[src/rtl/fetch_stage_pkg.sv]
// fetch_stage_pkg: shared RV32I fetch types (opcode enum, fetch FSM states,
// the canonical NOP encoding and a PC alignment helper).
package fetch_stage_pkg;

    // RV32I base opcodes as seen in instr[6:0]
    typedef enum logic [6:0] {
        OP_LUI   = 7'b0110111,
        OP_AUIPC = 7'b0010111,
        OP_JAL   = 7'b1101111,
        OP_JALR  = 7'b1100111,
        OP_BR    = 7'b1100011,
        OP_LOAD  = 7'b0000011,
        OP_STORE = 7'b0100011,
        OP_IMM   = 7'b0010011,
        OP_REG   = 7'b0110011,
        OP_CSR   = 7'b1110011
    } rv32i_opcode;

    // FETCH: request outstanding at pc
    // DISCARD: a redirected request is still in flight and its response must be dropped
    // HOLD: a response arrived while decode was stalled and is parked locally
    typedef enum logic [1:0] {
        FETCH   = 2'd0,
        DISCARD = 2'd1,
        HOLD    = 2'd2
    } fetch_state_t;

    // addi x0, x0, 0
    localparam logic [31:0] NOP_INSTR = 32'h0000_0013;

    // Word-align a target address by clearing its two low bits
    function automatic logic [31:0] pc_align(input logic [31:0] addr);
        return addr & ~32'h0000_0003;
    endfunction

endpackage

[src/rtl/fetch_stage_if.sv]
// fetch_stage_if: instruction-memory read/resp handshake between the fetch
// stage (master) and the I-cache (slave).
interface fetch_stage_if;
    logic [31:0] imem_address;
    logic        imem_read;
    logic [31:0] imem_rdata;
    logic        imem_resp;

    modport master (
        output imem_address,
        output imem_read,
        input  imem_rdata,
        input  imem_resp
    );

    modport slave (
        input  imem_address,
        input  imem_read,
        output imem_rdata,
        output imem_resp
    );
endinterface

[src/rtl/fetch_stage.sv]
// fetch_stage: RV32I instruction fetch plus IF/ID pipeline register.
// Owns the PC, drives the I-cache read/resp handshake, absorbs decode stalls
// and EX redirects, and presents a registered instruction with pre-sliced
// opcode/funct3/funct7 fields to decode.
// Optional feature macro: FETCH_PERF_CTR_EN enables the saturating
// fetch/discard performance counters; when undefined both count ports read 0.
module fetch_stage
    import fetch_stage_pkg::*;
#(
    parameter logic [31:0] RESET_PC = 32'h0000_0060
) (
    input  logic                clk,
    input  logic                rst,
    fetch_stage_if.master       imem,
    input  logic                stall,
    input  logic                redirect,
    input  logic [31:0]         redirect_pc,
    output logic                if_id_valid,
    output logic [31:0]         if_id_pc,
    output logic [31:0]         if_id_instr,
    output rv32i_opcode         if_id_opcode,
    output logic [2:0]          if_id_funct3,
    output logic [6:0]          if_id_funct7,
    output logic [31:0]         fetch_count,
    output logic [31:0]         discard_count
);

    fetch_state_t state_q, state_d;
    logic [31:0]  pc_q, pc_d;
    logic [31:0]  discard_addr_q, discard_addr_d;
    logic [31:0]  hold_pc_q, hold_pc_d;
    logic [31:0]  hold_instr_q, hold_instr_d;
    logic         if_id_valid_q, if_id_valid_d;
    logic [31:0]  if_id_pc_q, if_id_pc_d;
    logic [31:0]  if_id_instr_q, if_id_instr_d;

    logic         load;
    logic [31:0]  load_pc;
    logic [31:0]  load_instr;
    logic         accept;
    logic [31:0]  redirect_target;

    assign accept          = !if_id_valid_q || !stall;
    assign redirect_target = pc_align(redirect_pc);

    // Request outputs come only from state and registers so the cache never sees a loop through imem_resp
    always_comb begin
        imem.imem_read    = 1'b0;
        imem.imem_address = pc_q;
        if (!rst) begin
            imem.imem_read = (state_q != HOLD);
        end
        if (state_q == DISCARD) begin
            imem.imem_address = discard_addr_q;
        end
    end

    // Fetch FSM next state plus PC, hold entry and IF/ID next values
    always_comb begin
        state_d        = state_q;
        pc_d           = pc_q;
        discard_addr_d = discard_addr_q;
        hold_pc_d      = hold_pc_q;
        hold_instr_d   = hold_instr_q;
        load           = 1'b0;
        load_pc        = pc_q;
        load_instr     = imem.imem_rdata;

        unique case (state_q)
            FETCH: begin
                if (redirect) begin
                    pc_d = redirect_target;
                    if (!imem.imem_resp) begin
                        discard_addr_d = pc_q;
                        state_d        = DISCARD;
                    end
                end else if (imem.imem_resp) begin
                    pc_d = pc_q + 32'd4;
                    if (accept) begin
                        load       = 1'b1;
                        load_pc    = pc_q;
                        load_instr = imem.imem_rdata;
                    end else begin
                        hold_pc_d    = pc_q;
                        hold_instr_d = imem.imem_rdata;
                        state_d      = HOLD;
                    end
                end
            end
            DISCARD: begin
                if (redirect) begin
                    pc_d = redirect_target;
                end
                if (imem.imem_resp) begin
                    state_d = FETCH;
                end
            end
            HOLD: begin
                if (redirect) begin
                    pc_d    = redirect_target;
                    state_d = FETCH;
                end else if (!stall) begin
                    load       = 1'b1;
                    load_pc    = hold_pc_q;
                    load_instr = hold_instr_q;
                    state_d    = FETCH;
                end
            end
            default: begin
                state_d = FETCH;
            end
        endcase

        if_id_valid_d = 1'b0;
        if_id_pc_d    = if_id_pc_q;
        if_id_instr_d = NOP_INSTR;
        if (redirect) begin
            if_id_valid_d = 1'b0;
            if_id_instr_d = NOP_INSTR;
        end else if (load) begin
            if_id_valid_d = 1'b1;
            if_id_pc_d    = load_pc;
            if_id_instr_d = load_instr;
        end else if (stall && if_id_valid_q) begin
            if_id_valid_d = if_id_valid_q;
            if_id_instr_d = if_id_instr_q;
        end
    end

    // State, PC, hold entry and IF/ID register with synchronous reset
    always_ff @(posedge clk) begin
        if (rst) begin
            state_q        <= FETCH;
            pc_q           <= RESET_PC;
            discard_addr_q <= '0;
            hold_pc_q      <= '0;
            hold_instr_q   <= NOP_INSTR;
            if_id_valid_q  <= 1'b0;
            if_id_pc_q     <= '0;
            if_id_instr_q  <= NOP_INSTR;
        end else begin
            state_q        <= state_d;
            pc_q           <= pc_d;
            discard_addr_q <= discard_addr_d;
            hold_pc_q      <= hold_pc_d;
            hold_instr_q   <= hold_instr_d;
            if_id_valid_q  <= if_id_valid_d;
            if_id_pc_q     <= if_id_pc_d;
            if_id_instr_q  <= if_id_instr_d;
        end
    end

    assign if_id_valid  = if_id_valid_q;
    assign if_id_pc     = if_id_pc_q;
    assign if_id_instr  = if_id_instr_q;
    assign if_id_opcode = rv32i_opcode'(if_id_instr_q[6:0]);
    assign if_id_funct3 = if_id_instr_q[14:12];
    assign if_id_funct7 = if_id_instr_q[31:25];

`ifdef FETCH_PERF_CTR_EN
    logic        drop;
    logic [31:0] fetch_count_q;
    logic [31:0] discard_count_q;

    assign drop = ((state_q == FETCH)   && redirect && imem.imem_resp) ||
                  ((state_q == DISCARD) && imem.imem_resp) ||
                  ((state_q == HOLD)    && redirect);

    // Saturating counters of IF/ID loads and dropped responses
    always_ff @(posedge clk) begin
        if (rst) begin
            fetch_count_q   <= '0;
            discard_count_q <= '0;
        end else begin
            if (load && (fetch_count_q != 32'hFFFF_FFFF)) begin
                fetch_count_q <= fetch_count_q + 32'd1;
            end
            if (drop && (discard_count_q != 32'hFFFF_FFFF)) begin
                discard_count_q <= discard_count_q + 32'd1;
            end
        end
    end

    assign fetch_count   = fetch_count_q;
    assign discard_count = discard_count_q;
`else
    assign fetch_count   = '0;
    assign discard_count = '0;
`endif

endmodule

[src/flat_wrapper.sv]
// flat-port wrapper written by rule: the top's interface ports become plain ports
module fetch_stage_flat import fetch_stage_pkg::*;
#(
    parameter logic [31:0] RESET_PC = 32'h0000_0060
)
  (clk, rst, stall, redirect, redirect_pc, if_id_valid, if_id_pc, if_id_instr, if_id_opcode, if_id_funct3, if_id_funct7, fetch_count, discard_count, imem_imem_address, imem_imem_read, imem_imem_rdata, imem_imem_resp);
  fetch_stage_if imem_i ();
  input  logic clk;
  input  logic rst;
  input  logic stall;
  input  logic redirect;
  input  logic [31:0] redirect_pc;
  output logic if_id_valid;
  output logic [31:0] if_id_pc;
  output logic [31:0] if_id_instr;
  output rv32i_opcode if_id_opcode;
  output logic [2:0] if_id_funct3;
  output logic [6:0] if_id_funct7;
  output logic [31:0] fetch_count;
  output logic [31:0] discard_count;
  output wire logic [$bits(imem_i.imem_address)-1:0] imem_imem_address;
  output wire logic [$bits(imem_i.imem_read)-1:0] imem_imem_read;
  input wire logic [$bits(imem_i.imem_rdata)-1:0] imem_imem_rdata;
  input wire logic [$bits(imem_i.imem_resp)-1:0] imem_imem_resp;
  assign imem_imem_address = imem_i.imem_address;
  assign imem_imem_read = imem_i.imem_read;
  assign imem_i.imem_rdata = imem_imem_rdata;
  assign imem_i.imem_resp = imem_imem_resp;
  fetch_stage #(.RESET_PC(RESET_PC)) u_core (.clk(clk), .rst(rst), .imem(imem_i), .stall(stall), .redirect(redirect), .redirect_pc(redirect_pc), .if_id_valid(if_id_valid), .if_id_pc(if_id_pc), .if_id_instr(if_id_instr), .if_id_opcode(if_id_opcode), .if_id_funct3(if_id_funct3), .if_id_funct7(if_id_funct7), .fetch_count(fetch_count), .discard_count(discard_count));
endmodule
[config.mk]
export PLATFORM = sky130hd
export DESIGN_NAME = fetch_stage_flat
export DESIGN_NICKNAME = d
export VERILOG_FILES = /design/src/rtl/fetch_stage_pkg.sv /design/src/rtl/fetch_stage_if.sv /design/src/rtl/fetch_stage.sv /design/src/flat_wrapper.sv
export SDC_FILE = /design/constraint.sdc
export NUM_CORES = 1
export LEC_CHECK = 0
export ABC_CLOCK_PERIOD_IN_PS = 2150
export BUFFER_PORTS_ARGS = -buffer_cell sky130_fd_sc_hd__buf_2
export CORE_ASPECT_RATIO = 0.75
export CORE_UTILIZATION = 38
export CTS_CLUSTER_DIAMETER = 120
export CTS_CLUSTER_SIZE = 25
export DETAILED_ROUTE_END_ITERATION = 10
export GPL_ROUTABILITY_DRIVEN = 0
export GPL_TIMING_DRIVEN = 1
export HOLD_SLACK_MARGIN = 0.03
export PLACE_DENSITY = 0.66
export SLEW_MARGIN = 20
export SYNTH_ARGS = -nofsm -noshare
export SYNTH_HDL_FRONTEND = slang
export SYNTH_SLANG_ARGS = --single-unit
[constraint.sdc]
create_clock -name clk -period 2.15 [get_ports clk]
set_input_delay 0.3225 -clock clk [delete_from_list [all_inputs] [get_ports clk]]
set_output_delay 0.3225 -clock clk [all_outputs]
set_load 0.03 [all_outputs]
### Word level (Yosys, flattened, before mapping)

Cells that the tools add are included.

* bits in registers: 195
* bits of input ports: 69
* output and inout bits: 179
* word-level logic and storage cells: 63

* add/subtract/negate cells: 1
* eq/ne operators: 10
* muxes and demuxes: 28
* bitwise operators: 3
* reductions and logical operators: 13

Operator list (number)
* 32-bit 2-to-1 mux: 10
* 32-bit case mux with 2 select lines: 1
* 32-bit by 3-bit adder with 32-bit output (second input constant): 1
* 2-bit 2-to-1 mux: 7
* 3-bit != test (second input constant): 4
* 1-bit 2-to-1 mux: 8
* 2-bit case mux with 3 select lines: 1
* 3-bit AND reduction: 2
* 5-bit AND reduction: 1
* 2-bit by 1-bit != test with 1-bit output (second input constant): 2
* 2-bit != test (second input constant): 2
* 4-bit AND reduction: 1
* 2-bit OR reduction: 2
* 1-bit inverter: 3
* 2-bit by 1-bit == test with 1-bit output (second input constant): 1
* 2-bit == test (second input constant): 1
* 1-bit logical NOT: 2
* 2-bit logical NOT: 1
* 1-bit case mux with 2 select lines: 1
* 2-bit AND reduction: 1
* 2-bit nonzero test: 1
* 1-bit logical AND: 1
* 1-bit logical OR: 1

### Longest topological paths before layout

Gate-level depths: netlist (run 1).

* depth after elaboration: 7
* gate-level depth with buffers: 9
* depth with buffers taken out: 7

### Worst setup path before layout (run 1)

OpenSTA, ideal clock, no wires.

* path kind: reg-to-reg
* from: register u_core.state_q[0]
* to: register u_core.pc_q[17]
* setup time: 0.129 ns
* arrival: 1.962 ns
* required time: 2.021 ns
* slack: 0.058 ns
* cell stages (with the launch flop): 9
* path buffers: 1
* clock period less this slack: 2.092 ns
* path through: dfxtp_1 > inv_1 > ha_1 > or2_2 > clkbuf_1 > or3_1 > nor3_1 > mux2_2 > nor3_1

* cells in the longest elaborated chain, start to end: 4
* elaborated cells on any way between the ends: 9
* classes of those cells: eq/ne: 4; mux: 1; reduce/logical: 4

Ends and longest elaborated chain
* from (decl): line fetch_stage.sv:28 `fetch_state_t state_q, state_d;`
* from (signal assigned): line fetch_stage.sv:142 `state_q <= state_d;`
* 2-bit == test / 2-bit by 1-bit == test with 1-bit output (equally long branches): line fetch_stage.sv:69 `unique case (state_q)`
* 2-bit OR reduction (no line)
* 2-bit by 1-bit != test with 1-bit output (no line) / 2-bit nonzero test (equally long branches)
* 3-bit AND reduction (no line)
* to (signal assigned): line fetch_stage.sv:143 `pc_q <= pc_d;`
* to (decl): line fetch_stage.sv:29 `logic [31:0] pc_q, pc_d;`

Parallel ways exist; a longest one is shown, timed or not.
A chain may end at the register's enable or synchronous reset.

### Worst setup path after layout (run 1)

* from: register u_core.state_q[1]
* to: output imem_imem_address[2]

* cells in the longest elaborated chain, start to end: 2

Ends and longest elaborated chain
* 2-bit by 1-bit == test with 1-bit output: line fetch_stage.sv:53 `if (state_q == DISCARD) begin`
* 32-bit 2-to-1 mux: line fetch_stage.sv:53
* to (decl): line flat_wrapper.sv:21 `output wire logic [$bits(imem_i.imem_address)-1:0] imem_imem_address;`

Every way passes these cells.

==> run_results.csv, run 1 <==
group,metric,value,unit
floorplanning,die_h,135.4,um
floorplanning,fp-row-count,48,
sta,setup_viol,0,
floorplanning,die_w,179.8,um
sta,slew_violations,0,
placement,dp_slack,88.02,ps
pwr,comb_power_share,0.217,
finish,syn2layout_area_growth,20.97,%
clock_network,clock_path_buffers,2,
finish,fin_cells,1564,
finish,fillers,2263,
finish,drive_above_1_share,0.2785,
sta,period_needed,2083,ps
grt,overflow,0,
route,wl_per_cell,15.96,um
floorplanning,ios,248,
sta,fmax,480.1,MHz
sta,worst_slack,67.25,ps
critical_path,worstPathRequired,1830,ps
floorplanning,initial_core_util,0.3897,
clock_network,htree_levels,4,
clock_network,cts_setup_buffers,0,
job,drv_cap,0,
grt,grt_pass1_vias,7343,
grt,antenna_found_initial,1,
yosys,yosys_register_bits,187,
critical_path,worstReg2RegEnd,"u_core.pc_q[22]",
clock_network,numClockSinks,187,
route,ant_nets,0,
finish,post-route-util,0.4714,
pwr,power_switching,2715,uW
pwr,power,8857,uW
hold_path,min-delay-start,"imem_imem_rdata[4]",
clock_network,clk_latency,430,ps
hold_path,holdPathStages,3,
critical_path,cp_top_family,"buffers and inverters",
pwr,pwr-share-clk,0.359,
clock_network,cts_made_buffers,17,
pwr,switching_share,0.3066,
pwr,intPower,6142,uW
yosys,yosysSeqAreaShare,0.4154,
sta,period_share,0.9687,
critical_path,crit_path_end_kind,"primary output",
hold_path,min_to,"u_core.hold_instr_q[4]",
yosys,syn-cell-area,9011,um^2
critical_path,rr_startpoint,"u_core.pc_q[2]",
grt,grt_pass1_wl,38960,um
placement,port_buffers,177,
critical_path,worstPathMaxFanout,11,
pwr,power.density,812.6,nW/um^2
floorplanning,die_area,24340,um^2
yosys,yosysWarnings,0,
critical_path,crit_type,"reg2out",
sta,holdWs,129.8,ps
hold_path,hp-class,"in2reg",
run_status,violations,"DRC",
clock_network,cts_root_buffer,"clkbuf_16",
pwr,seq_power_share,0.424,
finish,diodes,0,
route,drt_first_iter_violations,570,
floorplanning,core-area,23120,um^2
critical_path,cpPeakStageDelay,350,ps
finish,final_nets,1325,
pwr,power.static_leakage,0.004623,uW
sta,hold_viol_final,0,
critical_path,ff2ff_path_depth,7,
route,drc,11,
run_status,status,"complete, but fails checks",
sta,rsz0062_at_grt,"true",
clock_network,clkTransAtPathRegs,70,ps
critical_path,path_cells,"inv_2 > ha_4 > buf_8 > mux2_2 > buf_2",
critical_path,r2r_setup_slack,100,ps
clock_network,tritoncts,"built",
grt,grt_max_degree,81,
placement,dp.final_hpwl,17110,um
grt,track_usage,0.2029,
pwr,ir_drop,500.2,uV
route,vias_per_cell,5.120,
route,drt_pass1_iterations,8,
critical_path,cp_slowest_cell,"mux2_2",
route,wl,24960,um
sta,skew,6.418,ps
placement,placedCellCount,1530,
yosys,ys_types,48,
yosys,syn_inst,1099,
critical_path,cp-start-kind,"flop",
yosys,syn_area_per_cell,8.199,um^2
critical_path,critPathBufInv,3,
critical_path,critPathArrivalTime,1760,ps
route,vias,8008,
## through the flow
step	cell area [um^2]	TNS, ps
4_1_cts	10810	0
3_5_place_dp	10180	0
2_1_floorplan	9263	0
5_1_grt	10900	-58.82
6_report	10900	0
3_3_place_gp	10180	0
## logic make-up (layout without fill, tap and decap cells)
group                      after synthesis  count (layout)  synth area share
and+or+nand+nor                        381             381            0.1799
AOI/OAI and AO/OA                      245             245            0.1718
buffers and inverters                  190             288            0.1179
adders and majority gates                5               5          0.006943
DFF                                    187             187            0.4154
other                                    1              68         0.0004162
muxes                                   90              90            0.1076
## power groups by stage
stage	combinational (uW)	clock, uW	sequential [uW]
2_1_floorplan	1230	0	3930
4_1_cts	1880	3260	3750
3_5_place_dp	1850	0	3830
5_1_grt	2060	3420	3770
3_3_place_gp	1840	0	3820
6_report	1920	3180	3760
## area by class of cell
| class | count | area [um^2] | share of cell area |
|---|---|---|---|
| Clock buffer | 20 | 436.7 | 0.04006 |
| Sequential cell | 187 | 3747 | 0.3438 |
| Multi-Input combinational cell | 789 | 4531 | 0.4156 |
| Inverter | 8 | 30.03 | 0.002755 |
| Tap cell | 300 | 375.4 | 0.03444 |
| Timing Repair Buffer | 248 | 1632 | 0.1497 |
| Clock inverter | 12 | 148.9 | 0.01366 |
## registers in the layout (all words and copies together), names as in the netlist
signal                 cells
u_core.discard_addr_q     30
u_core.hold_instr_q       32
u_core.hold_pc_q          30
u_core.if_id_instr        32
u_core.if_id_pc           30
u_core.if_id_valid         1
u_core.pc_q               30
u_core.state_q             2
## how the worst max path moves through the flow
stage,from,endpoint,slack [ps],cells past startpoint
after floorplan,u_core.state_q[0],u_core.pc_q[17],60,8
after global placement,u_core.state_q[0],u_core.pc_q[27],140,7
after detailed placement,u_core.state_q[0],u_core.pc_q[29],90,7
after CTS,u_core.state_q[1],imem_imem_address[28],20,5
after global routing,u_core.pc_q[2],u_core.pc_q[22],-40,7
final,u_core.state_q[1],imem_imem_address[2],70,5
## metal layers
layer  vias to the layer above  wire length, um  track usage
li1                       3936                -            -
met1                      3735            11350       0.2755
met2                       312            11110       0.3160
met3                        25             2173      0.05833
met4                         0              318      0.05077
met5                         -                0            0
## cell usage in the layout, fill, tap and decap left out, types with 4 or more instances in the layout
cell type	n
o22ai_1	6
nor3_1	11
nand2_1	209
inv_1	7
mux2i_1	35
a311oi_1	9
or3_1	7
buf_2	169
nand2b_1	4
conb_1	68
nor4_1	6
clkinv_2	5
nor2_1	93
dfxtp_1	184
mux2_2	55
buf_6	6
a22oi_1	29
buf_12	10
and3_1	4
clkbuf_16	18
o21ai_0	15
nand4_1	9
buf_4	60
a211oi_1	41
a21oi_1	110
o21bai_1	5
nand3_1	16
## what timing repair did
item | 4_1_cts | 5_1_grt
gates resized for setup | 8 | 27
endpoints found under the setup margin | 27 | 30
hold buffers | 0 | 0
cloned | 1 | 1
## Yosys cell counts (all sizes together)
cell type  number  area (um^2)
nor3           13        70.07
nand3          17        85.08
nand3b          3        22.52
mux2i          35        350.3
o31a            1        8.760
nand2         209        784.5
o21a            2        15.01
conb            1        3.750
a32oi           2        17.52
a221oi          1        8.760
a211oi         41        307.8
dfxtp         187         3744
or2             3        18.77
clkbuf         73        274.0
nor2           93        349.1
a41o            1        10.01
a41oi           1        8.760
o32ai           2        17.52
buf           109        758.2
o31ai           4        30.03
nor2b           4        25.02
or3             7        43.79
o21bai          5        37.54
mux2           55        619.3
and2            3        18.77
ha              5        62.56
o2bb2ai         3        26.28
a311oi          9        78.83
nand2b          5        31.28
nand4          10        77.57
a2111oi         1        15.01
a21oi         111        555.5
inv             8        30.03
o22ai           6        37.54
a21o            3        22.52
a2bb2oi         2        17.52
and3            4        25.02
a31oi           2        12.51
a22oi          29        217.7
and4            3        26.28
o21ai          17        85.08
nor4            7        43.79
o41ai           2        17.52
## worst min-delay path, stage by stage
cell	delay (ps)
buf_2	90
nand2_1	40
nand3b_1	70
Power figures use the tool's default switching activity.
==> run 2, diff against run 1 <==
CELL_PAD_IN_SITES_DETAIL_PLACEMENT = 1   (was not set)
CELL_PAD_IN_SITES_GLOBAL_PLACEMENT = 1   (was not set)
CORE_UTILIZATION = 35   (was 38)
PLACE_DENSITY = 0.8   (was 0.66)
==> run 2 against run 1 <==
The run now ends clean. Sequential share of layout area down 0.18 points. Sequential power about the same. Clock-buffer cell count fell by 2. Via count grew 1.9%. Non-clock buffer count rose by 2. Design area grew 0.54%.
==> run_results.csv, run 2 (same netlist as run 1, synthesis figures left out) <==
group,metric,value,unit
route,wl_per_cell,17.31,um
clock_network,clk_latency,450,ps
sta,relSlewSlack,0.5429,
grt,track_usage,0.2065,
run_status,status,"completed",
clock_network,tritoncts,"built",
route,vias,8161,
floorplanning,initial_core_util,0.3592,
grt,globalRouteMet3Util,0.04854,
sta,hold_viol_final,0,
critical_path,cp-start-kind,"flop",
grt,grt_pass1_wl,43380,um
placement,port_buffers,177,
clock_network,clock_path_buffers,2,
floorplanning,die_area,26400,um^2
finish,final_common_cell,"nand2_1",
finish,diodes,0,
sta,skew,18.32,ps
clock_network,cts_made_buffers,17,
sta,worst_slack,40.76,ps
critical_path,critPathArrivalTime,1790,ps
grt,grt_pass1_vias,8030,
grt,grtUsageMet2,0.3359,
placement,place_area,10220,um^2
critical_path,crit_path_end_kind,"primary output",
route,drt_first_iter_violations,408,
placement,dp.final_hpwl,19580,um
route,drc,0,
finish,final_area,10960,um^2
finish,fin_cells,1604,
finish,final_nets,1327,
grt,grt.busiest_layer,"met2",
sta,setup_tns,0,ps
grt,antenna_found_initial,0,
critical_path,crit_type,"reg2out",
route,vias_per_cell,5.088,
sta,rsz0062_at_grt,"true",
pwr,power.static_leakage,0.004623,uW
floorplanning,ios,248,
sta,fmax,474.1,MHz
sta,period_share,0.9810,
critical_path,worstPathRequired,1830,ps
placement,placedCellCount,1568,
sta,slew_violations,0,
floorplanning,core-area,25090,um^2
floorplanning,fp-row-count,50,
critical_path,worstPathMaxFanout,11,
clock_network,numClockSinks,187,
job,drv_cap,0,
hold_path,hp-class,"in2reg",
sta,holdWs,133.4,ps
sta,period_needed,2109,ps
grt,grt_max_degree,74,
finish,drive_above_1_share,0.2836,
floorplanning,die_w,187.3,um
route,ant_nets,0,
floorplanning,die_h,141.0,um
grt,overflow,0,
placement,dp_slack,52.21,ps
clock_network,clkTransAtPathRegs,70,ps
grt,grt_use_met1,0.2749,
finish,syn2layout_area_growth,21.62,%
pwr,power.density,830.2,nW/um^2
sta,setup_viol,0,
sta,worst_pin_slew,685.7,ps
finish,most-common-layout-cells,"209 x nand2_1, 184 x dfxtp_1, 175 x buf_2, 110 x a21oi_1, 93 x nor2_1",
route,drt_pass1_iterations,4,
pwr,ir_drop,555.8,uV
clock_network,htree_levels,4,
clock_network,cts_root_buffer,"clkbuf_16",
route,wl,27760,um
## run 2: changes by cell type in the layout (fill, tap and decap cells not counted), moves of 2 or more
cell        change
buf_2           +6
buf_6           -5
clkinv_2        -3
clkinvlp_4      +3
buf_4           +2
clkbuf_1        -2
o21ai_1         -2
## run 2: per-layer routing
| metal | share of wire | wire length (um) |
|---|---|---|
| met1 | 0.47 | 12930 |
| met2 | 0.46 | 12870 |
| met3 | 0.059 | 1647 |
| met4 | 0.011 | 318 |
| met5 | 0 | 0 |
## run 2: metrics by stage
stage	util	power (uW)
floorplan	-	5155
global placement	0.4073	5678
detailed placement	0.4073	5722
CTS	0.4329	9133
global route	0.4369	9476
finish	0.4369	9099
## run 2: cell type report
cell class	instances	area, um^2
clock buffer	18	429.2
clock inverter	14	195.2
fill	3038	14130
inverter	8	30.03
multi-input combinational	789	4544
sequential	187	3747
tap	338	422.9
timing repair buffer	250	1590
## run 2: path summary, 6_finish.rpt
path | from | endpoint | slack [ps] | cells past startpoint
max | u_core.state_q[1] | imem_imem_address[3] | 40 | 5
min | imem_imem_rdata[31] | u_core.hold_instr_q[31] | 130 | 3
max reg2reg | u_core.state_q[0] | u_core.pc_q[2] | 50 | 7
min reg2reg | u_core.hold_instr_q[28] | u_core.hold_instr_q[28] | 460 | 2
## run 2: worst max-delay path: stages (launching register included)
cell	delay, ps
dfxtp_2	340
inv_2	70
ha_4	200
buf_6	170
mux2_2	380
buf_2	190
## run 2: what timing repair did
item	CTS	global route
cloned	0	2
setup endpoints to repair	27	18
buffers inserted	0	2
pin swaps	0	2
hold buffers	0	0
gates resized for setup	6	10
## run 2: where the power goes
group	leakage, uW	switching, uW	internal, uW
sequential	0.00152	128	3630
combinational	0.00281	1270	678
clock	0.000293	1440	1950
==> run 3, diff against run 2 <==
CORE_MARGIN = 1.5   (was not set)
REMOVE_ABC_BUFFERS = 1   (was not set)
==> run 3 against run 2 <==
Design area shrank 0.19%. Via count grew 1.5%. Critical path depth is the same. Sequential power is essentially flat. Largest cell class unchanged. Maximum frequency shrank 1.8%. Combinational power is essentially flat. Die area grew 1.2%. Critical endpoint is now imem_imem_address[15]. Wire length grew 3.5%.
==> run_results.csv, run 3 (same netlist as run 1, synthesis figures left out) <==
group,metric,value,unit
run_status,status,"completed",
grt,grtUsageMet2,0.3574,
hold_path,hp-class,"in2reg",
grt,overflow,0,
floorplanning,die_h,142.0,um
finish,most-common-layout-cells,"209 x nand2_1, 184 x dfxtp_1, 168 x buf_2, 110 x a21oi_1, 93 x nor2_1",
critical_path,path_cells,"buf_6 > ha_4 > buf_12 > mux2_2 > buf_4",
finish,syn2layout_area_growth,21.38,%
floorplanning,die_w,188.3,um
route,drc,0,
pwr,ir_drop,575.8,uV
sta,worst_slack,2.078,ps
critical_path,crit_type,"reg2out",
critical_path,startpoint,"u_core.state_q[0]",
grt,antenna_found_initial,0,
placement,dp.final_hpwl,19890,um
floorplanning,core-area,25150,um^2
critical_path,worstPathMaxFanout,17,
route,wl_per_cell,17.86,um
floorplanning,ios,248,
clock_network,clock_path_buffers,2,
sta,slew_violations,0,
hold_path,min_to,"u_core.hold_instr_q[0]",
route,drt_first_iter_violations,352,
pwr,power.static_leakage,0.004608,uW
grt,grt_max_degree,69,
finish,drive_above_1_share,0.2843,
hold_path,holdPathStages,3,
grt,grt_pass1_vias,8301,
sta,rsz0062_at_grt,"true",
critical_path,ff2ff_path_depth,7,
job,drv_cap,0,
finish,final_nets,1331,
finish,fin_cells,1609,
clock_network,cts_root_buffer,"clkbuf_16",
critical_path,worstPathRequired,1830,ps
grt,grt_use_met1,0.2820,
route,drt_pass1_iterations,5,
critical_path,cp_slowest_cell,"mux2_2",
clock_network,cts_made_buffers,17,
route,ant_nets,0,
sta,skew,6.863,ps
floorplanning,initial_core_util,0.3583,
sta,hold_viol_final,0,
sta,relSlewSlack,0.5467,
route,vias_per_cell,5.147,
sta,period_share,0.9990,
grt,grt.busiest_layer,"met2",
critical_path,critPathArrivalTime,1830,ps
clock_network,tritoncts,"built",
floorplanning,die_area,26730,um^2
pwr,power.density,802.4,nW/um^2
critical_path,r2r_setup_slack,140,ps
sta,fmax,465.6,MHz
critical_path,crit_path_end_kind,"primary output",
sta,period_needed,2148,ps
placement,port_buffers,177,
clock_network,hold_buffers,0,
clock_network,clk_latency,440,ps
critical_path,rr_startpoint,"u_core.state_q[1]",
floorplanning,fp-row-count,50,
critical_path,worstReg2RegEnd,"u_core.pc_q[21]",
clock_network,clkTransAtPathRegs,70,ps
grt,track_usage,0.2133,
sta,setup_viol,0,
placement,dp_slack,-73.86,ps
sta,holdWs,122.5,ps
grt,globalRouteMet3Util,0.04413,
route,vias,8282,
clock_network,htree_levels,4,
placement,placedCellCount,1569,
critical_path,cp-start-kind,"flop",
finish,final_common_cell,"nand2_1",
grt,grt_pass1_wl,44840,um
clock_network,numClockSinks,187,
critical_path,cpPeakStageDelay,380,ps
route,wl,28730,um
sta,worst_pin_slew,679.9,ps
hold_path,min-delay-start,"imem_imem_rdata[0]",
run 3: final cells by class:
class | count | area, um^2
Antenna cell | 1 | 2.502
Clock buffer | 24 | 501.7
Clock inverter | 8 | 61.31
Fill cell | 3094 | 14210
Inverter | 8 | 30.03
Multi-Input combinational cell | 789 | 4532
Sequential cell | 187 | 3747
Tap cell | 338 | 422.9
Timing Repair Buffer | 254 | 1640
run 3: repair_timing:
item	4_1_cts	5_1_grt
pin swaps	1	0
buffers inserted	3	2
gates resized for setup	15	13
cloned	0	2
setup endpoints to repair	42	46
run 3: worst max-delay path: cells and delay by family, from the launching register on:
kind / cells / cell delay, ps
fa+ha+maj: 1 / 200
buf+inv: 3 / 460
flops: 1 / 340
mux: 1 / 380
run 3: routing by layer:
layer / vias up / wire, um
li1: 3948 / -
met1: 4047 / 13190
met2: 258 / 13400
met3: 29 / 1792
met4: 0 / 345
met5: - / 0
run 3: power by group:
group	switching (uW)	total [uW]	internal (uW)
registers	129	3760	3630
logic	1270	1960	683
clock network	1420	3060	1640
total	2820	8780	5950
run 3: worst max path at each step:
stage	endpoint	slack [ps]	cells after the start
floorplan	u_core.if_id_pc[10]	-4120	5
global placement	u_core.pc_q[16]	50	7
detailed placement	u_core.pc_q[7]	-70	7
CTS	imem_imem_address[15]	-5	5
global route	imem_imem_address[24]	-100	6
finish	imem_imem_address[15]	2	5
run 3: through the flow:
stage | instance area (um^2) | total power (uW) | setup TNS, ps | util
after floorplan | 8230 | 4984 | -345820 | -
after global placement | 10200 | 5651 | 0 | 0.4057
after detailed placement | 10200 | 5702 | -304.7 | 0.4057
after CTS | 10860 | 8809 | -4.571 | 0.4316
after global routing | 10940 | 9151 | -519.4 | 0.4348
final | 10940 | 8776 | 0 | 0.4349
